File: config.mk
export PLATFORM = sky130hd
export DESIGN_NAME = piho_result_sink_flat
export DESIGN_NICKNAME = d
export VERILOG_FILES = /design/src/rtl/piho_result_sink_if.sv /design/src/rtl/piho_result_sink.sv /design/src/flat_wrapper.sv
export SDC_FILE = /design/constraint.sdc
export NUM_CORES = 1
export LEC_CHECK = 0
export BUFFER_PORTS_ARGS = -buffer_cell sky130_fd_sc_hd__buf_2
export CAP_MARGIN = 40
export CORE_MARGIN = 3
export CORE_UTILIZATION = 50
export CTS_BUF_LIST = sky130_fd_sc_hd__clkbuf_4 sky130_fd_sc_hd__clkbuf_8
export CTS_CLUSTER_SIZE = 25
export DETAILED_ROUTE_END_ITERATION = 12
export GPL_TIMING_DRIVEN = 0
export HOLD_SLACK_MARGIN = 0.08
export PLACE_DENSITY = 0.73
export SLEW_MARGIN = 15
export SYNTH_ARGS = -nofsm -noshare
export SYNTH_HDL_FRONTEND = slang
export SYNTH_SLANG_ARGS = --single-unit
File: constraint.sdc
create_clock -name clk -period 11.1 [get_ports clk]
set_clock_uncertainty 0.05 [all_clocks]
set_input_delay 1.665 -clock clk [delete_from_list [all_inputs] [get_ports clk]]
set_output_delay 1.665 -clock clk [all_outputs]
set_load 0.1 [all_outputs]
File: src/rtl/piho_result_sink_if.sv
// Byte stream from the result sink toward the UART/host bridge.
//   out_data  : frame byte
//   out_valid : out_data is valid
//   out_ready : consumer accepts the byte when out_valid is also high
// master = producer (result sink), slave = consumer.
interface piho_result_sink_if;
  logic [7:0] out_data;
  logic       out_valid;
  logic       out_ready;

  modport master (output out_data, output out_valid, input out_ready);
  modport slave  (input out_data, input out_valid, output out_ready);
endinterface

File: src/rtl/piho_result_sink.sv
// Result sink for the path-integral harmonic-oscillator array.
// On the rising edge of finish, it first waits SETTLE cycles for the x2sum adder tree.
// It then captures x2sumall and looptimes, and divides x2sumall by (MCNconf - MCNdump)
// with a serial restoring divider. Finally it streams a 23-byte checksummed frame.
//   clk, rst    : clock, synchronous active-high reset
//   finish      : run-complete level from the array
//   x2sumall    : 64-bit pipelined sum of squares
//   looptimes   : 32-bit loop counter
//   MCNconf     : total configurations
//   MCNdump     : discarded warm-up configurations
//   stream      : out_data / out_valid / out_ready byte stream (master side)
//   busy        : high in every state except IDLE
//   done        : one-cycle pulse after the last byte is accepted
module piho_result_sink #(
  parameter int unsigned SETTLE = 4,
  parameter logic [7:0]  HEADER = 8'hA5
) (
  input  logic                       clk,
  input  logic                       rst,
  input  logic                       finish,
  input  logic [63:0]                x2sumall,
  input  logic [31:0]                looptimes,
  input  logic [31:0]                MCNconf,
  input  logic [31:0]                MCNdump,
  piho_result_sink_if.master         stream,
  output logic                       busy,
  output logic                       done
);

  localparam int unsigned NBYTES = 23;
  localparam int unsigned IDX_W  = 5;
  localparam int unsigned CNT_W  = 7;
  localparam int unsigned DIV_IT = 64;

  typedef enum logic [2:0] {S_IDLE, S_SETTLE, S_DIVIDE, S_SEND, S_DONE} state_e;

  state_e             state_q, state_d;
  logic               finish_d_q;
  logic [CNT_W-1:0]   cnt_q, cnt_d;
  logic [63:0]        x2_q, x2_d;
  logic [31:0]        loop_q, loop_d;
  logic [31:0]        div_q, div_d;
  logic [63:0]        q_q, q_d;       // dividend shifts out MSB-first, quotient shifts in
  logic [32:0]        rem_q, rem_d;
  logic [7:0]         flags_q, flags_d;
  logic [IDX_W-1:0]   idx_q, idx_d;
  logic [7:0]         csum_q, csum_d;
  logic [7:0]         out_data_q, out_data_d;
  logic               out_valid_q, out_valid_d;
  logic               busy_q, busy_d;
  logic               done_q, done_d;

  logic [33:0]        rem_sh, rem_diff;
  logic [IDX_W-1:0]   nxt_idx;
  logic [2:0]         sel_x2, sel_q;
  logic [1:0]         sel_lt;
  logic [7:0]         nxt_byte;

  // One restoring-division step: shift in the next dividend bit, try to subtract.
  always_comb begin
    rem_sh   = {rem_q, q_q[63]};
    rem_diff = rem_sh - {2'b00, div_q};
  end

  // Frame byte following the one currently presented (checksum byte handled in SEND).
  always_comb begin
    nxt_byte = '0;
    nxt_idx  = idx_q + IDX_W'(1);
    sel_x2   = 3'(nxt_idx - IDX_W'(2));
    sel_q    = 3'(nxt_idx - IDX_W'(10));
    sel_lt   = 2'(nxt_idx - IDX_W'(18));
    if (nxt_idx == IDX_W'(1))       nxt_byte = flags_q;
    else if (nxt_idx <= IDX_W'(9))  nxt_byte = x2_q[{sel_x2, 3'b000} +: 8];
    else if (nxt_idx <= IDX_W'(17)) nxt_byte = q_q[{sel_q, 3'b000} +: 8];
    else                            nxt_byte = loop_q[{sel_lt, 3'b000} +: 8];
  end

  // Next-state and datapath.
  always_comb begin
    state_d    = state_q;
    cnt_d      = cnt_q;
    x2_d       = x2_q;
    loop_d     = loop_q;
    div_d      = div_q;
    q_d        = q_q;
    rem_d      = rem_q;
    flags_d    = flags_q;
    idx_d      = idx_q;
    csum_d     = csum_q;
    out_data_d = out_data_q;

    case (state_q)
      S_IDLE: begin
        if (finish && !finish_d_q) begin
          state_d = S_SETTLE;
          cnt_d   = CNT_W'(SETTLE - 1);
        end
      end
      S_SETTLE: begin
        if (cnt_q == '0) begin
          x2_d    = x2sumall;
          loop_d  = looptimes;
          div_d   = MCNconf - MCNdump;
          q_d     = x2sumall;
          rem_d   = '0;
          flags_d = '0;
          state_d = S_DIVIDE;
        end else begin
          cnt_d = cnt_q - CNT_W'(1);
        end
      end
      S_DIVIDE: begin
        // cnt_q is 0 on entry; one extra cycle after the last step aligns SEND entry.
        if (div_q == '0) begin
          flags_d = 8'h01;
          q_d     = '1;
          state_d = S_SEND;
        end else if (cnt_q == CNT_W'(DIV_IT)) begin
          state_d = S_SEND;
        end else begin
          if (!rem_diff[33]) begin
            rem_d = rem_diff[32:0];
            q_d   = {q_q[62:0], 1'b1};
          end else begin
            rem_d = rem_sh[32:0];
            q_d   = {q_q[62:0], 1'b0};
          end
          cnt_d = cnt_q + CNT_W'(1);
        end
        if (state_d == S_SEND) begin
          idx_d      = '0;
          csum_d     = '0;
          out_data_d = HEADER;
        end
      end
      S_SEND: begin
        if (out_valid_q && stream.out_ready) begin
          csum_d = csum_q ^ out_data_q;
          if (idx_q == IDX_W'(NBYTES - 1)) begin
            out_data_d = '0;
            state_d    = S_DONE;
          end else begin
            idx_d      = nxt_idx;
            out_data_d = (nxt_idx == IDX_W'(NBYTES - 1)) ? csum_d : nxt_byte;
          end
        end
      end
      S_DONE:  state_d = S_IDLE;
      default: state_d = S_IDLE;
    endcase

    out_valid_d = (state_d == S_SEND);
    busy_d      = (state_d != S_IDLE);
    done_d      = (state_d == S_DONE);
  end

  // State and output registers.
  always_ff @(posedge clk) begin
    if (rst) begin
      state_q     <= S_IDLE;
      finish_d_q  <= 1'b0;
      cnt_q       <= '0;
      x2_q        <= '0;
      loop_q      <= '0;
      div_q       <= '0;
      q_q         <= '0;
      rem_q       <= '0;
      flags_q     <= '0;
      idx_q       <= '0;
      csum_q      <= '0;
      out_data_q  <= '0;
      out_valid_q <= 1'b0;
      busy_q      <= 1'b0;
      done_q      <= 1'b0;
    end else begin
      state_q     <= state_d;
      finish_d_q  <= finish;
      cnt_q       <= cnt_d;
      x2_q        <= x2_d;
      loop_q      <= loop_d;
      div_q       <= div_d;
      q_q         <= q_d;
      rem_q       <= rem_d;
      flags_q     <= flags_d;
      idx_q       <= idx_d;
      csum_q      <= csum_d;
      out_data_q  <= out_data_d;
      out_valid_q <= out_valid_d;
      busy_q      <= busy_d;
      done_q      <= done_d;
    end
  end

  assign stream.out_data  = out_data_q;
  assign stream.out_valid = out_valid_q;
  assign busy             = busy_q;
  assign done             = done_q;

endmodule

File: src/flat_wrapper.sv
// flat-port wrapper written by rule: the top's interface ports become plain ports
module piho_result_sink_flat 
#(
  parameter int unsigned SETTLE = 4,
  parameter logic [7:0]  HEADER = 8'hA5
)
  (clk, rst, finish, x2sumall, looptimes, MCNconf, MCNdump, busy, done, stream_out_data, stream_out_valid, stream_out_ready);
  piho_result_sink_if stream_i ();
  input  logic clk;
  input  logic rst;
  input  logic finish;
  input  logic [63:0] x2sumall;
  input  logic [31:0] looptimes;
  input  logic [31:0] MCNconf;
  input  logic [31:0] MCNdump;
  output logic busy;
  output logic done;
  output wire logic [$bits(stream_i.out_data)-1:0] stream_out_data;
  output wire logic [$bits(stream_i.out_valid)-1:0] stream_out_valid;
  input wire logic [$bits(stream_i.out_ready)-1:0] stream_out_ready;
  assign stream_out_data = stream_i.out_data;
  assign stream_out_valid = stream_i.out_valid;
  assign stream_i.out_ready = stream_out_ready;
  piho_result_sink #(.SETTLE(SETTLE), .HEADER(HEADER)) u_core (.clk(clk), .rst(rst), .finish(finish), .x2sumall(x2sumall), .looptimes(looptimes), .MCNconf(MCNconf), .MCNdump(MCNdump), .stream(stream_i), .busy(busy), .done(done));
endmodule
======== After elaboration in Yosys (flattened, before gate mapping) ========
Index checks and enable logic that the tools add are counted.
storage, ports and cells
  register bits ........................... 268
  output and inout bits ................... 11
operators by class
  $lt $le $gt $ge ......................... 2
  reductions and logical operators ........ 17
  shift-type cells ........................ 3
  add/subtract/negate cells ............... 8
  muxes and demuxes ....................... 41
  eq/ne operators ......................... 20
  bitwise logic cells ..................... 1
operators by type and width
  operator                                                         count
  64-bit two-way mux                                               3
  33-bit two-way mux                                               4
  64-bit one-hot mux with 2 select lines                           1
  64-bit by 7-bit indexed part select with 8-bit output            2
  8-bit two-way mux                                                11
  33-bit one-hot mux with 2 select lines                           1
  8-bit one-hot mux with 2 select lines                            3
  34-bit by 32-bit subtractor with 34-bit output                   1
  32-bit logical NOT                                               1
  32-bit by 6-bit indexed part select with 8-bit output            1
  32-bit subtractor                                                1
  7-bit two-way mux                                                4
  3-bit two-way mux                                                7
  7-bit one-hot mux with 3 select lines                            1
  5-bit two-way mux                                                3
  3-bit by 2-bit == test with 1-bit output, second input constant  4
  3-bit one-hot mux with 4 select lines                            1
  5-bit == test, second input constant                             2
  2-bit by 1-bit != test with 1-bit output, second input constant  5
  5-bit one-hot mux with 2 select lines                            1
  3-bit AND reduction                                              3
  2-bit != test, second input constant                             4
  4-bit AND reduction                                              2
  8-bit bitwise XOR                                                1
  21 further kinds                                                 25

======== Logic depth before layout (Yosys ltp) ========
  word-level depth ........................ 10
  mapped depth ............................ 18

======== Least setup slack after synthesis ========
Ideal clock, no wire load.
  kind .................................... flip-flop to flip-flop
  from .................................... reg u_core.idx_q[0]
  to ...................................... reg u_core.out_data_q[1], in the netlist u_core.stream.out_data[1]
  slack ................................... 6.915 ns
  buffers on the path ..................... 7
  required time ........................... 10.922 ns
  arrival time ............................ 4.008 ns
  period minus slack after synthesis ...... 4.185 ns
  stages on the path, launching flop included .. 18
  path through ............................ dfxtp_1 > buf_2 > buf_2 > buf_2 > inv_1 > ha_1 > buf_2 > buf_1 > inv_1 > ha_1 > buf_1 > buf_1 > mux2i_1 > o21ai_0 > o211ai_1 > a21oi_1 > a21oi_1 > nor2_1
on the way
  cells in the longest elaborated chain, start to end .. 10
  elaborated cells on any way between the ends .. 19
  those cells by class .................... add/sub (4); order compare (2); eq/ne (3); shift (3); mux (7)
RTL lines
  element                                                                                                                                line                                                                    source
  start: declaration                                                                                                                     piho_result_sink.sv:46                                                  logic [IDX_W-1:0] idx_q, idx_d;
  start signal: assignment                                                                                                               piho_result_sink.sv:185                                                 idx_q <= idx_d;
  5-bit by 1-bit adder with 5-bit output                                                                                                 piho_result_sink.sv:68                                                  nxt_idx = idx_q + IDX_W'(1);
  3-bit by 2-bit subtractor with 3-bit output / 2-bit subtractor (equally long branches)                                                 piho_result_sink.sv:69, piho_result_sink.sv:70, piho_result_sink.sv:71
  64-bit by 7-bit indexed part select with 8-bit output / 32-bit by 6-bit indexed part select with 8-bit output (equally long branches)  piho_result_sink.sv:74, piho_result_sink.sv:75
  8-bit two-way mux                                                                                                                      piho_result_sink.sv:74                                                  else if (nxt_idx <= IDX_W'(17)) nxt_byte = q_q[{sel_q, 3'b000} +: 8];
  8-bit two-way mux                                                                                                                      piho_result_sink.sv:73                                                  else if (nxt_idx <= IDX_W'(9)) nxt_byte = x2_q[{sel_x2, 3'b000} +: 8];
  8-bit two-way mux                                                                                                                      piho_result_sink.sv:72                                                  if (nxt_idx == IDX_W'(1)) nxt_byte = flags_q;
  8-bit two-way mux                                                                                                                      piho_result_sink.sv:144                                                 out_data_d = (nxt_idx == IDX_W'(NBYTES - 1)) ? csum_d : nxt_byte;
  8-bit two-way mux *                                                                                                                    piho_result_sink.sv:139                                                 if (idx_q == IDX_W'(NBYTES - 1)) begin
  8-bit two-way mux *                                                                                                                    piho_result_sink.sv:137                                                 if (out_valid_q && stream.out_ready) begin
  8-bit one-hot mux with 2 select lines *                                                                                                piho_result_sink.sv:92                                                  case (state_q)
  end signal: assignment                                                                                                                 piho_result_sink.sv:187                                                 out_data_q <= out_data_d;
  end: declaration                                                                                                                       piho_result_sink.sv:48                                                  logic [7:0] out_data_q, out_data_d;
Every way passes the cells marked *; elsewhere a longest branch is shown, timed or not. The select of a mux whose other input is x is not followed.
A chain may end at the register's enable or synchronous reset.

======== Worst setup path after layout ========
  from .................................... reg u_core.idx_q[0]
  to ...................................... reg u_core.out_data_q[4], in the netlist u_core.stream.out_data[4]
The elaborated chain is that of the path after synthesis.

==> summary.md <==
| Metric | Value |
|---|---|
| Result of the run | `complete, no violations` |
| End point of the critical path | `u_core.stream.out_data[4]` |
| Layout Area Growth over Synthesis | `15.1%` |
| Yosys warns | `0` |
| Number of antenna violations at the first check in global routing | `0` |
| Required arrival time at the worst endpoint | `11470 ps` |
| Longest individual stage delay on the worst path | `630 ps` |
| Library cell with the largest summed area after synthesis | `sky130_fd_sc_hd__dfxtp_1` |
| Mux share of post-synthesis cell area | `0.0721` |
| Commonest register cell after synthesis | `sky130_fd_sc_hd__dfxtp_1` |
| CTS tree | `yes` |
| Clock Pin Slew Worst Setup and Hold Paths | `about 60 ps` |
| Starting Density | `0.515` |
| Clock root buffer | `sky130_fd_sc_hd__clkbuf_8` |
| Setup repair after global routing missed its margin | `false` |
| Flop and latch count out of synthesis | `261` |
| Setup slack of the most critical reg-to-reg path | `slightly above 5000 ps` |
| Source of the worst register-to-register timing path | `u_core.idx_q[0]` |
| Static leakage | `6.67 nW` |
| Worst path cell trace | `buf_2 > buf_2 > buf_2 > inv_1 > ha_1 > buf_2 > buf_1 > inv_1 > ha_1 > buf_1 > buf_1 > mux2i_1 > o21ai_0 > o211ai_1 > a21oi_1 > a21oi_1 > nor2_1` |
| Family with the most delay on the worst path | `buffers and inverters` |
| Share of synthesized area occupied by flip-flops and latches | `0.349` |
| Final Slew Violations | `0` |
| Adder-Cell Fraction of Synth Area | `0.0649` |
| Vertical die dimension | `roughly 180 um` |
| Port Buf Inserts | `about 170` |
| Xor-xnor portion of the synthesized cell area | `0.0361` |
| Overflow after GRT | `0` |
| Number of antenna cells inserted | `0` |
| Worst Path Max Fanout | `10` |
| Number of clock sinks | `261` |
| Total via count in the routed design | `15200` |
| Routability-driven placement congestion ratio | `1.00` |
| Post-CTS resize count | `0` |
| Worst-Skew Late Latency | `between 500 and 600 ps` |
| Number of global-route vias before repair | `14400` |
| Share of the cycle needed by the critical path after routing | `0.544` |
| Count of nets after finishing | `approximately 2300` |
| Share of post-route cells with drive strength above 1 | `0.149` |
| Net count after synthesis | `2112` |
| Final-report hold violation count | `0` |
| Peak clock frequency supported by timing | `roughly 0.17 GHz` |
| Drt initial violations | `1498` |
| Transition time of the tightest slew-check pin | `826 ps` |
| H-tree depth reported by CTS | `2` |
| Origin of the worst setup path | `u_core.idx_q[0]` |
| Power per cell area | `336 nW/um^2` |
| Core Rows | `62` |
| Maximum capacitance violations | `0` |
| Fraction of registers with async set or reset after synthesis | `0` |
| Category of the worst setup path capture point | `flip-flop` |
| Basic-gate share of the synthesized area counting and, or, nand and nor cells | `0.189` |
| Post-detailed-route wirelength per cell | `about 20 um` |
| Synthesized netlist cell count | `about 1900` |
| Headroom to the max-slew limit | `0.449` |
| Post-CTS repair timing setup buffer count | `0` |
| Area fraction of the dominant cell type after synthesis | `0.349` |
| Least setup slack across all paths after layout | `5070 ps` |
| Peak supply drop | `0.000314 V` |
| Logic depth of the worst register-to-register path | `17` |
| Count of cells along the worst hold path | `2` |
| Pin count of the biggest net entering global routing | `13` |
| IO Pins | `between 150 and 200` |
| R2R Path End | `u_core.stream.out_data[4]` |
| Bufs and invs on worst path | `9` |
| Worst path depth | `17` |
| Total clock buffers created by CTS | `44` |
| Shortest clock period the worst path allows after layout | `6030 ps` |
| Post-DP HPWL | `39200 um` |
| Floorplan die width | `179 um` |
| Synth Area in Compound Gates | `0.234` |
| Residual antenna-violating net count after detailed routing | `0` |
| CTS Hold Bufs | `0` |
| Worst Setup Start Kind | `flip-flop` |
| Core outline area | `between 20000 and 30000 um^2` |
| Data arrival time of the critical path | `6400 ps` |
| Setup Crit Path Kind | `flip-flop to flip-flop` |
| Synthesized cell area | `15000 um^2` |
| Maximum buffer depth of the clock tree | `3` |
| Avg Vias per Cell | `6.08` |
| Global-route wire length before repair | `77000 um` |
| Number of enable-type register cells in the synthesized netlist | `0` |
| DRC violations left | `0` |
| 1st-pass router iterations | `5` |
| All-layer global routing usage | `0.306` |
| Path class of the lowest-slack min-delay path | `flip-flop to flip-flop` |
| Setup-failing EPs final | `0` |
| Mean Syn Cell Area | `between 8 and 9 um^2` |
| Number of distinct standard cells referenced by the synthesized netlist | `76` |
| Main combinational cell family by area after synthesis | `compound AO/OA/AOI/OAI gates` |
| Total Neg Setup Slack | `0 ps` |
| Die area | `32100 um^2` |
| Post-detailed-routing wire length | `slightly above 50000 um` |
| Worst slack after detailed placement | `5220 ps` |
| Total power consumption of the routed design | `between 0.005 and 0.006 W` |
| Cell types occupying the most area after synthesis | `sky130_fd_sc_hd__dfxtp_1 (35%), sky130_fd_sc_hd__nand2_1 (9.7%), sky130_fd_sc_hd__a21oi_1 (8.7%), sky130_fd_sc_hd__ha_1 (6.1%), sky130_fd_sc_hd__mux4_2 (6.0%)` |
| Library cell appearing most often on the critical path | `sky130_fd_sc_hd__buf_2` |
| Slowest cell on the critical path | `sky130_fd_sc_hd__buf_1` |
[Yosys cell counts, drive strengths merged, types with 6 or more instances]
| cell | count |
|---|---|
| xnor2 | 41 |
| xor2 | 20 |
| a21o | 22 |
| clkbuf | 100 |
| and3 | 14 |
| nand3 | 62 |
| ha | 73 |
| and2 | 10 |
| nand4 | 17 |
| nand3b | 9 |
| nor4 | 11 |
| o21a | 15 |
| mux2i | 18 |
| a21oi | 262 |
| a32oi | 12 |
| o21ai | 64 |
| a31oi | 8 |
| o21bai | 6 |
| o211ai | 20 |
| mux4 | 40 |
| nor3 | 26 |
| nor2 | 88 |
| dfxtp | 261 |
| nor2b | 8 |
| o221ai | 66 |
| inv | 89 |
| buf | 23 |
| nand2b | 6 |
| nand2 | 386 |
| a211oi | 8 |
| o311ai | 11 |
| o31ai | 10 |
[flip-flops by register name (all words and copies together) (netlist names)]
| register | flops |
|---|---|
| u_core.csum_q | 8 |
| u_core.idx_q | 5 |
| u_core.loop_q | 32 |
| u_core.q_q | 64 |
| u_core.cnt_q | 7 |
| u_core.rem_q | 33 |
| u_core.state_q | 3 |
| u_core.div_q | 32 |
| u_core.stream.out_valid | 1 |
| u_core.finish_d_q | 1 |
| u_core.busy | 1 |
| u_core.stream.out_data | 8 |
| u_core.done | 1 |
| u_core.x2_q | 64 |
| u_core.flags_q | 1 |
[stage by stage]
stage	hold slack [ps]	utilization	cells	cell area, um^2
floorplan	383	-	1872	15000
detailed placement	394	0.562	2431	16300
global placement	390	0.562	2430	16300
CTS	402	0.593	2503	17200
finish	404	0.593	2504	17300
global route	425	0.593	2504	17300
[layout by cell type, fill, tap and decap left out, drive strengths merged, types with 8 or more instances in the layout]
master,netlist,final
a211oi,8,8
a21o,22,22
a21oi,262,262
a31oi,8,8
a32oi,12,12
and2,10,10
and3,14,14
buf,23,198
clkbuf,100,168
dfxtp,261,261
ha,73,73
inv,89,89
mux2i,18,18
mux4,40,40
nand2,386,386
nand3,62,62
nand3b,9,9
nand4,17,17
nor2,88,88
nor2b,8,8
nor3,26,26
nor4,11,11
o211ai,20,20
o21a,15,15
o21ai,64,64
o221ai,66,66
o311ai,11,11
o31ai,10,10
xnor2,41,41
xor2,20,20
[routing by layer]
metal	up-vias	global-route usage	share of wire
li1	7174	-	-
met1	7225	0.402	0.41
met2	706	0.497	0.46
met3	122	0.0627	0.084
met4	0	0.112	0.040
met5	-	0	0
[report_power, final]
| part | internal, W | switching, W | leakage (nW) |
|---|---|---|---|
| combinational | 0.00128 | 0.00225 | 4.09 |
| sequential | 0.00118 | 0.000210 | 2.12 |
| clock | 0.000488 | 0.000398 | 0.468 |
[worst reg2reg max path, delay by kind of cell (launching register included)]
family                     cells  cell delay (ps)
DFF                            1              370
muxes                          1              310
buffers and inverters          9             3560
AOI/OAI and AO/OA              4              760
adders and majority gates      2              810
and+or+nand+nor                1               50
[final cells by class]
type	count	area (um^2)
Sequential cell	261	5230
Tap cell	384	480
Buffer	123	493
Clock inverter	5	45.0
Inverter	89	334
Timing Repair Buffer	176	886
Multi-Input combinational cell	1399	8940
Fill cell	2631	11800
Clock buffer	67	853
[worst min-delay path by stage]
| stage | slack, ps | to | start |
|---|---|---|---|
| global route | 420 | u_core.x2_q[39] | u_core.x2_q[39] |
| global placement | 390 | u_core.x2_q[53] | u_core.x2_q[53] |
| detailed placement | 390 | u_core.x2_q[39] | u_core.x2_q[39] |
| CTS | 400 | u_core.x2_q[39] | u_core.x2_q[39] |
| floorplan | 380 | u_core.loop_q[10] | u_core.loop_q[10] |
| finish | 400 | u_core.x2_q[12] | u_core.x2_q[12] |
[cell families (layout without fill, tap and decap cells)]
group                    count (synthesis)  in the layout
flip-flops                             261            261
adder cells (fa/ha/maj)                 76             76
AO/OA/AOI/OAI                          551            551
buffers and inverters                  212            460
AND/OR/NAND/NOR                        653            653
XOR/XNOR                                61             61
multiplexers                            58             58
Power figures use the tool's default switching activity.
